===== config.mk =====
export PLATFORM = sky130hd
export DESIGN_NAME = main_mem_arb_flat
export DESIGN_NICKNAME = d
export VERILOG_FILES = /design/src/rtl/main_mem_arb_if.sv /design/src/rtl/main_mem_arb.sv /design/src/flat_wrapper.sv
export SDC_FILE = /design/constraint.sdc
export NUM_CORES = 1
export LEC_CHECK = 0
export CORE_AREA = 5 5 103 105
export CTS_CLUSTER_DIAMETER = 120
export CTS_CLUSTER_SIZE = 28
export DETAILED_ROUTE_END_ITERATION = 10
export DIE_AREA = 0 0 108 110
export PLACE_DENSITY_LB_ADDON = 0.2
export RECOVER_POWER = 25
export SKIP_LAST_GASP = 1
export SYNTH_ARGS = -nofsm -noshare
export SYNTH_HDL_FRONTEND = slang
export SYNTH_SLANG_ARGS = --single-unit

===== constraint.sdc =====
create_clock -name clk -period 1.9 [get_ports clk]
set_clock_uncertainty 0.2 [all_clocks]
set_input_delay 0.38 -clock clk [delete_from_list [all_inputs] [get_ports clk]]
set_output_delay 0.38 -clock clk [all_outputs]
set_load 0.02 [all_outputs]

===== src/rtl/main_mem_arb_if.sv =====
// Bus bundle linking the fetch and memory-access requesters, the arbiter and main memory.
// The arbiter takes the slave view; requesters and memory together take the master view.
interface main_mem_arb_if;
  logic        if_req;
  logic [31:0] if_addr;
  logic        if_gnt;
  logic        if_rvalid;
  logic [31:0] if_rdat;

  logic        ma_req;
  logic        ma_wen;
  logic [31:0] ma_addr;
  logic [31:0] ma_wdat;
  logic        ma_gnt;
  logic        ma_rvalid;
  logic [31:0] ma_rdat;

  logic        mem_cs;
  logic        mem_wen;
  logic [31:0] mem_addr;
  logic [31:0] mem_dat_in;
  logic [31:0] mem_dat_out;

  modport slave (
    input  if_req, if_addr, ma_req, ma_wen, ma_addr, ma_wdat, mem_dat_out,
    output if_gnt, if_rvalid, if_rdat, ma_gnt, ma_rvalid, ma_rdat,
           mem_cs, mem_wen, mem_addr, mem_dat_in
  );

  modport master (
    output if_req, if_addr, ma_req, ma_wen, ma_addr, ma_wdat, mem_dat_out,
    input  if_gnt, if_rvalid, if_rdat, ma_gnt, ma_rvalid, ma_rdat,
           mem_cs, mem_wen, mem_addr, mem_dat_in
  );
endinterface


===== src/rtl/main_mem_arb.sv =====
// Single-port main-memory arbiter: memory-access wins by default, fetch is forced through
// after STARVE_MAX consecutive denials; read data is routed back one cycle after the grant.
module main_mem_arb #(
  parameter int MAIN_MEM_BYTE_ADD_W = 8,
  parameter int STARVE_MAX          = 4
) (
  input  logic                               clk,
  input  logic                               rst,
  main_mem_arb_if.slave                      bus,
  output logic [$clog2(STARVE_MAX+1)-1:0]    arb_starve_cnt
);

  localparam int CW = $clog2(STARVE_MAX + 1);

  if (STARVE_MAX < 1 || STARVE_MAX > 15 || MAIN_MEM_BYTE_ADD_W < 1 || MAIN_MEM_BYTE_ADD_W > 32)
  begin : g_badParams
    $error("main_mem_arb: parameter out of range");
  end

  typedef enum logic [1:0] {RD_NONE, RD_IF, RD_MA} rdOwn_t;

  rdOwn_t          r_rdOwn;
  logic [CW-1:0]   r_starveCnt;

  logic            w_forced;
  logic            w_ifGnt;
  logic            w_maGnt;
  logic            w_ifRvalid;
  logic            w_maRvalid;

  assign w_forced = (r_starveCnt == CW'(STARVE_MAX)) & bus.if_req;
  assign w_maGnt  = ~rst & bus.ma_req & ~w_forced;
  assign w_ifGnt  = ~rst & bus.if_req & ~w_maGnt;

  // Gating with rst drops a read that was in flight when reset arrived.
  assign w_ifRvalid = ~rst & (r_rdOwn == RD_IF);
  assign w_maRvalid = ~rst & (r_rdOwn == RD_MA);

  assign bus.if_gnt    = w_ifGnt;
  assign bus.ma_gnt    = w_maGnt;
  assign bus.if_rvalid = w_ifRvalid;
  assign bus.ma_rvalid = w_maRvalid;
  assign bus.if_rdat   = w_ifRvalid ? bus.mem_dat_out : 32'h0;
  assign bus.ma_rdat   = w_maRvalid ? bus.mem_dat_out : 32'h0;
  assign arb_starve_cnt = rst ? '0 : r_starveCnt;

  always_comb begin
    bus.mem_cs     = 1'b0;
    bus.mem_wen    = 1'b0;
    bus.mem_addr   = 32'h0;
    bus.mem_dat_in = 32'h0;
    if (w_maGnt) begin
      bus.mem_cs     = 1'b1;
      bus.mem_wen    = bus.ma_wen;
      bus.mem_addr   = bus.ma_addr;
      bus.mem_dat_in = bus.ma_wdat;
    end else if (w_ifGnt) begin
      bus.mem_cs     = 1'b1;
      bus.mem_addr   = bus.if_addr;
    end
  end

  always_ff @(posedge clk) begin
    if (rst) begin
      r_starveCnt <= '0;
      r_rdOwn     <= RD_NONE;
    end else begin
      if (bus.if_req & ~w_ifGnt) begin
        if (r_starveCnt != CW'(STARVE_MAX)) r_starveCnt <= r_starveCnt + CW'(1);
      end else begin
        r_starveCnt <= '0;
      end

      if (w_ifGnt)                      r_rdOwn <= RD_IF;
      else if (w_maGnt & ~bus.ma_wen)   r_rdOwn <= RD_MA;
      else                              r_rdOwn <= RD_NONE;
    end
  end

endmodule

===== src/flat_wrapper.sv =====
// flat-port wrapper written by rule: the top's interface ports become plain ports
module main_mem_arb_flat 
#(
  parameter int MAIN_MEM_BYTE_ADD_W = 8,
  parameter int STARVE_MAX          = 4
)
  (clk, rst, arb_starve_cnt, bus_if_req, bus_if_addr, bus_ma_req, bus_ma_wen, bus_ma_addr, bus_ma_wdat, bus_mem_dat_out, bus_if_gnt, bus_if_rvalid, bus_if_rdat, bus_ma_gnt, bus_ma_rvalid, bus_ma_rdat, bus_mem_cs, bus_mem_wen, bus_mem_addr, bus_mem_dat_in);
  main_mem_arb_if bus_i ();
  input  logic clk;
  input  logic rst;
  output logic [$clog2(STARVE_MAX+1)-1:0] arb_starve_cnt;
  input wire logic [$bits(bus_i.if_req)-1:0] bus_if_req;
  input wire logic [$bits(bus_i.if_addr)-1:0] bus_if_addr;
  input wire logic [$bits(bus_i.ma_req)-1:0] bus_ma_req;
  input wire logic [$bits(bus_i.ma_wen)-1:0] bus_ma_wen;
  input wire logic [$bits(bus_i.ma_addr)-1:0] bus_ma_addr;
  input wire logic [$bits(bus_i.ma_wdat)-1:0] bus_ma_wdat;
  input wire logic [$bits(bus_i.mem_dat_out)-1:0] bus_mem_dat_out;
  output wire logic [$bits(bus_i.if_gnt)-1:0] bus_if_gnt;
  output wire logic [$bits(bus_i.if_rvalid)-1:0] bus_if_rvalid;
  output wire logic [$bits(bus_i.if_rdat)-1:0] bus_if_rdat;
  output wire logic [$bits(bus_i.ma_gnt)-1:0] bus_ma_gnt;
  output wire logic [$bits(bus_i.ma_rvalid)-1:0] bus_ma_rvalid;
  output wire logic [$bits(bus_i.ma_rdat)-1:0] bus_ma_rdat;
  output wire logic [$bits(bus_i.mem_cs)-1:0] bus_mem_cs;
  output wire logic [$bits(bus_i.mem_wen)-1:0] bus_mem_wen;
  output wire logic [$bits(bus_i.mem_addr)-1:0] bus_mem_addr;
  output wire logic [$bits(bus_i.mem_dat_in)-1:0] bus_mem_dat_in;
  assign bus_i.if_req = bus_if_req;
  assign bus_i.if_addr = bus_if_addr;
  assign bus_i.ma_req = bus_ma_req;
  assign bus_i.ma_wen = bus_ma_wen;
  assign bus_i.ma_addr = bus_ma_addr;
  assign bus_i.ma_wdat = bus_ma_wdat;
  assign bus_i.mem_dat_out = bus_mem_dat_out;
  assign bus_if_gnt = bus_i.if_gnt;
  assign bus_if_rvalid = bus_i.if_rvalid;
  assign bus_if_rdat = bus_i.if_rdat;
  assign bus_ma_gnt = bus_i.ma_gnt;
  assign bus_ma_rvalid = bus_i.ma_rvalid;
  assign bus_ma_rdat = bus_i.ma_rdat;
  assign bus_mem_cs = bus_i.mem_cs;
  assign bus_mem_wen = bus_i.mem_wen;
  assign bus_mem_addr = bus_i.mem_addr;
  assign bus_mem_dat_in = bus_i.mem_dat_in;
  main_mem_arb #(.MAIN_MEM_BYTE_ADD_W(MAIN_MEM_BYTE_ADD_W), .STARVE_MAX(STARVE_MAX)) u_core (.clk(clk), .rst(rst), .bus(bus_i), .arb_starve_cnt(arb_starve_cnt));
endmodule

==> flow_summary.json, run 1 <==
{
  "status": "finished with violations",
  "violations": "setup timing",
  "portBuffers": 269,
  "htreeDepth": 1,
  "area_growth_pct": 316.6,
  "ant_nets": 0,
  "seqCellArea_um2": 103.9,
  "cts_buffer_depth": 2,
  "clkSlewWorstSetupHoldPaths_ns": 0.03,
  "fmax_mhz": 459.2,
  "ys_async_sr_fraction_pct": 0,
  "utilization_pct": 54.15,
  "final_max_slew_viol_count": 0,
  "routabilityCongestion": 0.7469,
  "synthDominantCellAreaShare_pct": 32.76,
  "period_minus_slack_ns": 2.178,
  "nets": 630,
  "firstDrtPassIters": 4,
  "routedWlPerCell_um": 17.82,
  "synth_enable_flop_cells": 0,
  "synth_xor_xnor_area_share_pct": 0,
  "worstPathRequired_ns": 1.32,
  "powerDensity_nw_per_um2": 234.9,
  "netlist_instances": 180,
  "setup_viol": 132,
  "synth_area_um2": 1241,
  "vias_per_cell": 4.204,
  "yosys.area_share.simple_pct": 57.06,
  "die_y_um": 110,
  "path_max_fanout": 10,
  "rsz0062_at_grt": "true",
  "antenna_found_initial": 1,
  "ctsHoldBuffers": 0,
  "grt_overflow_total": 0,
  "grt_pass1_wl_um": 15330,
  "dp_cells": 580,
  "final_hold_viol_count": 0,
  "grt_max_degree": 36,
  "postSynth.topFlopCell": "dfxtp_1",
  "dpl_cell_area_um2": 4488,
  "design.core.area_um2": 9549,
  "holdWs_ns": 0.2979,
  "die_w_um": 108,
  "ir_drop_mv": 0.1119,
  "rows": 36,
  "synth_seq_cells": 5,
  "tns_ns": -21.51,
  "nFillCells": 851,
  "route.vias.total": 2636,
  "max_cap_violations": 0,
  "n_antenna_cell": 0,
  "arrival_ns": 1.60,
  "drcViolationCount": 0,
  "synth_cell_types": 20,
  "startpoint_type": "register",
  "p_total_mw": 1.215,
  "synth_compound_area_share_pct": 23.69,
  "wirelength_um": 11180,
  "dieArea_um2": 11880,
  "cts-root-buf": "clkbuf_8",
  "synth_top_family_by_area": "simple AND/OR/NAND/NOR gates",
  "dp_hpwl_um": 7851,
  "avgSynthCellArea_um2": 6.896,
  "synthTopCellsByCount": "65 x and2_1, 33 x and3_1, 32 x a22o_1",
  "synth_area_leaders": "and2_1 33%, a22o_1 23%, and3_1 17%",
  "yosysSeqAreaShare_pct": 8.065,
  "numCtsBuffers": 3,
  "worst_setup_path_end_kind": "output pin",
  "leakagePower_nw": 2.570,
  "drt-initial-drc-count": 66,
  "cts.sinks": 5,
  "io_pins": 270,
  "period_share_pct": 114.6,
  "setup_slack_ns": -0.2779,
  "start_util_pct": 13.00,
  "clock_latency_ns": 0.22,
  "grt_pass1_vias": 2899,
  "hp-class": "in -> reg",
  "crit_type": "reg -> out",
  "synth_adder_area_share_pct": 2.016,
  "yosysMostFrequentCell": "and2_1",
  "yosys_warnings": 0,
  "synth.mux.area_fraction_pct": 0.8065,
  "post-place-ws_ns": -0.9352,
  "maxSlewHeadroom_pct": 84.36,
  "cts_tree": "built",
  "worst_pin_slew_ns": 0.2343,
  "final_cells": 627,
  "yosys.area.top_type": "and2_1",
  "synth_nets": 315,
  "grt.total_usage_pct": 16.45,
  "finalInstanceArea_um2": 5171,
  "drive_gt1_share_pct": 62.35,
  "multi_input_area_um2": 1510
}
critical path, cell delays in order, from the launching register on:
cell and delay (ns):
dfxtp_2 0.31, inv_2 0.07, ha_4 0.16, nand3_4 0.07, and2_4 0.21, buf_16 0.16, a22o_4 0.23, buf_4 0.15
layout by cell type, fill, tap and decap left out, drive strengths merged:
cell type | netlist | final
buf | 9 | 194
clkdlybuf4s50 | 0 | 129
and2 | 65 | 65
and3 | 33 | 33
a22o | 32 | 32
nor2 | 8 | 8
clkbuf | 10 | 8
dfxtp | 5 | 5
inv | 3 | 3
nor2b | 3 | 3
nor3b | 2 | 2
nand3 | 2 | 2
nand2 | 2 | 2
a21oi | 2 | 2
ha | 2 | 2
nand2b | 1 | 1
mux2i | 1 | 1
dlygate4sd2 | 0 | 1
clkdlybuf4s15 | 0 | 1
logic make-up (layout without fill, tap and decap cells):
| family | Yosys count | after routing |
|---|---|---|
| and+or+nand+nor | 116 | 116 |
| buffers and inverters | 22 | 336 |
| adders and majority gates | 2 | 2 |
| DFF | 5 | 5 |
| muxes | 1 | 1 |
| AOI/OAI and AO/OA | 34 | 34 |
sequential cells by signal (all words and copies together) (netlist names):
register / flops
u_core.r_rdOwn: 2
u_core.r_starveCnt: 3
routing by layer:
layer / routed length (µm) / global-route usage [%] / part of all wire (%) / vias to the layer above
met5: 20 / 0 / 0.18 / -
met4: 273 / 4.779 / 2.4 / 2
met3: 1126 / 4.659 / 10 / 18
met2: 6235 / 33.70 / 56 / 163
met1: 3520 / 15.76 / 31 / 1194
li1: - / - / - / 1259
path summary, 6_finish.rpt:
check / to / depth (start not counted) / slack [ns] / from
max: bus_mem_addr[3] / 7 / -0.28 / u_core.r_starveCnt[1]
min: u_core.r_rdOwn[0] / 3 / 0.30 / bus_if_req
max reg2reg: u_core.r_rdOwn[1] / 7 / 0.35 / u_core.r_starveCnt[1]
min reg2reg: u_core.r_starveCnt[0] / 2 / 0.30 / u_core.r_starveCnt[0]
power by group:
| group | leakage [nW] | internal (mW) | total, mW | switching, mW |
|---|---|---|---|---|
| logic | 2.51 | 0.561 | 0.908 | 0.347 |
| registers | 0.0421 | 0.109 | 0.111 | 0.00219 |
| clock network | 0.0228 | 0.144 | 0.196 | 0.0521 |
| total | 2.57 | 0.813 | 1.21 | 0.401 |
cell type report:
cell class	instances	share of cell area, %
well taps	133	3.218
repair buffers	329	64.48
flip-flops and latches	5	2.008
multi-input cells	153	29.20
inverters	3	0.2178
clock buffers	4	0.8710
timing repair:
item,4_1_cts,5_1_grt
pin swaps,25,19
setup endpoints to repair,137,137
gates resized for setup,809,53
setup buffers,38,6
cloned,10,1
(Power assumes the default switching activity.)
==> run 2, diff against run 1 <==
--- a/config.mk
+++ b/config.mk
@@ -18 +18,2 @@
 export SYNTH_SLANG_ARGS = --single-unit
+export TNS_END_PERCENT = 30
==> constraint.sdc (replaced) <==
create_clock -name clk -period 1.9 [get_ports clk]
set_clock_uncertainty 0.2 [all_clocks]
set_input_delay 0.285 -clock clk [delete_from_list [all_inputs] [get_ports clk]]
set_output_delay 0.285 -clock clk [all_outputs]
set_load 0.02 [all_outputs]
==> flow_summary.json, run 2 (synthesized netlist as in run 1, its figures left out) <==
{
  "layout_common_cells": "132 x clkdlybuf4s50_1, 64 x and2_1, 38 x buf_6",
  "period_minus_slack_ns": 2.080,
  "path_max_fanout": 8,
  "final_cells": 604,
  "dieArea_um2": 11880,
  "crit_start": "u_core.r_starveCnt[0]",
  "firstDrtPassIters": 4,
  "pwr-share-comb_pct": 72.3,
  "routedWlPerCell_um": 16.03,
  "dpl_cell_area_um2": 4255,
  "regMostFlops": "u_core.r_starveCnt",
  "power_frac_seq_pct": 10.1,
  "worstPathRequired_ns": 1.41,
  "setup_slack_ns": -0.1798,
  "die_y_um": 110,
  "worst_pin_slew_ns": 0.2479,
  "portBuffers": 269,
  "antenna_found_initial": 1,
  "area_growth_pct": 258.5,
  "power.internal_mw": 0.7426,
  "die_w_um": 108,
  "cts.sinks": 5,
  "rsz0062_at_grt": "true",
  "cts_tree": "built",
  "grt_overflow_total": 0,
  "startpoint_type": "register",
  "arrival_ns": 1.59,
  "worst_setup_path_end_kind": "output pin",
  "layout_commonest_cell": "clkdlybuf4s50_1",
  "vias_per_cell": 4.022,
  "final_hold_viol_count": 0,
  "start_util_pct": 13.00,
  "ant_nets": 0,
  "reg2reg_from": "u_core.r_starveCnt[0]",
  "routabilityCongestion": 0.7397,
  "r2r_cells": 7,
  "route.vias.total": 2429,
  "status": "finished with violations",
  "drt-initial-drc-count": 69,
  "worstHoldPathCells": 2,
  "p_sw_mw": 0.3598,
  "wirelength_um": 9681,
  "rows": 36,
  "max_cap_violations": 0,
  "holdWs_ns": 0.3027,
  "post-place-ws_ns": -0.7846,
  "min-delay-start": "u_core.r_starveCnt[0]",
  "nets": 606,
  "hold_path_end": "u_core.r_starveCnt[0]",
  "tns_ns": -9.779,
  "final_max_slew_viol_count": 0,
  "violations": "setup timing",
  "clock_latency_ns": 0.22,
  "design.core.area_um2": 9549,
  "grt.total_usage_pct": 14.25,
  "hp-class": "reg -> reg",
  "ctsHoldBuffers": 0,
  "drive_gt1_share_pct": 34.26,
  "maxSlewHeadroom_pct": 83.54,
  "htreeDepth": 1,
  "r2r_end": "u_core.r_rdOwn[1]",
  "cts_buffer_depth": 2,
  "sw_frac_of_total_pct": 32.64,
  "r2r_setup_slack_ns": 0.33,
  "leakagePower_nw": 2.138,
  "grt_pass1_wl_um": 13230,
  "finalInstanceArea_um2": 4449,
  "clkSlewWorstSetupHoldPaths_ns": 0.03,
  "grt_pass1_vias": 2494,
  "utilization_pct": 46.59,
  "largestRegisters": "u_core.r_starveCnt x3, u_core.r_rdOwn x2",
  "grt_max_degree": 36,
  "power.share.clock_pct": 17.7,
  "dp_cells": 582,
  "p_total_mw": 1.102,
  "cts-root-buf": "clkbuf_8",
  "period_share_pct": 109.5,
  "io_pins": 270,
  "dp_hpwl_um": 7579,
  "drcViolationCount": 0,
  "ir_drop_mv": 0.1187,
  "numCtsBuffers": 3,
  "setup_viol": 91,
  "powerDensity_nw_per_um2": 247.8,
  "crit_type": "reg -> out",
  "largest_reg_flops": 3,
  "fmax_mhz": 480.8
}
## run 2: final cells by class
class | instances | area (µm²)
clock buffer | 4 | 45.04
antenna | 1 | 2.502
fill | 1011 | 5100
tap | 133 | 166.4
multi-input combinational | 153 | 1167
inverter | 3 | 11.26
timing repair buffer | 305 | 2954
sequential | 5 | 102.6
## run 2: worst max-delay path, cell delays in order, from the launching register on
cell       delay (ns)
dfxtp_2          0.31
inv_2            0.07
ha_4             0.16
nand3_4          0.08
and2_4           0.21
clkbuf_16        0.18
a22o_1           0.22
buf_6            0.13
## run 2: what timing repair did
item                       in CTS  in global routing
cloned                          8                  3
setup buffers                   5                  2
pin swaps                       4                 34
setup endpoints to repair     136                135
resized for setup             405                104
## run 2: power groups by stage
stage | Clock [mW] | Sequential (mW) | Combinational, mW
after floorplan | 0 | 0.111 | 0.261
final | 0.195 | 0.111 | 0.797
after detailed placement | 0 | 0.112 | 0.766
after global routing | 0.213 | 0.111 | 0.845
after global placement | 0 | 0.111 | 0.761
after CTS | 0.202 | 0.111 | 0.744
## run 2: routing by layer
metal | GRT usage [%] | up-vias | part of all wire [%]
li1 | - | 1211 | -
met1 | 12.80 | 1051 | 32
met2 | 29.00 | 159 | 54
met3 | 6.232 | 8 | 13
met4 | 3.336 | 0 | 1.2
met5 | 0 | - | 0
## run 2: how the worst max path moves through the flow
stage / cells past startpoint / to / slack, ns
3_3_place_gp: 6 / bus_mem_addr[8] / -0.78
6_report: 7 / bus_mem_addr[14] / -0.18
2_1_floorplan: 7 / bus_mem_addr[10] / -0.02
5_1_grt: 7 / bus_mem_addr[21] / -0.25
3_5_place_dp: 6 / bus_if_rdat[12] / -0.78
4_1_cts: 7 / bus_mem_addr[24] / -0.23
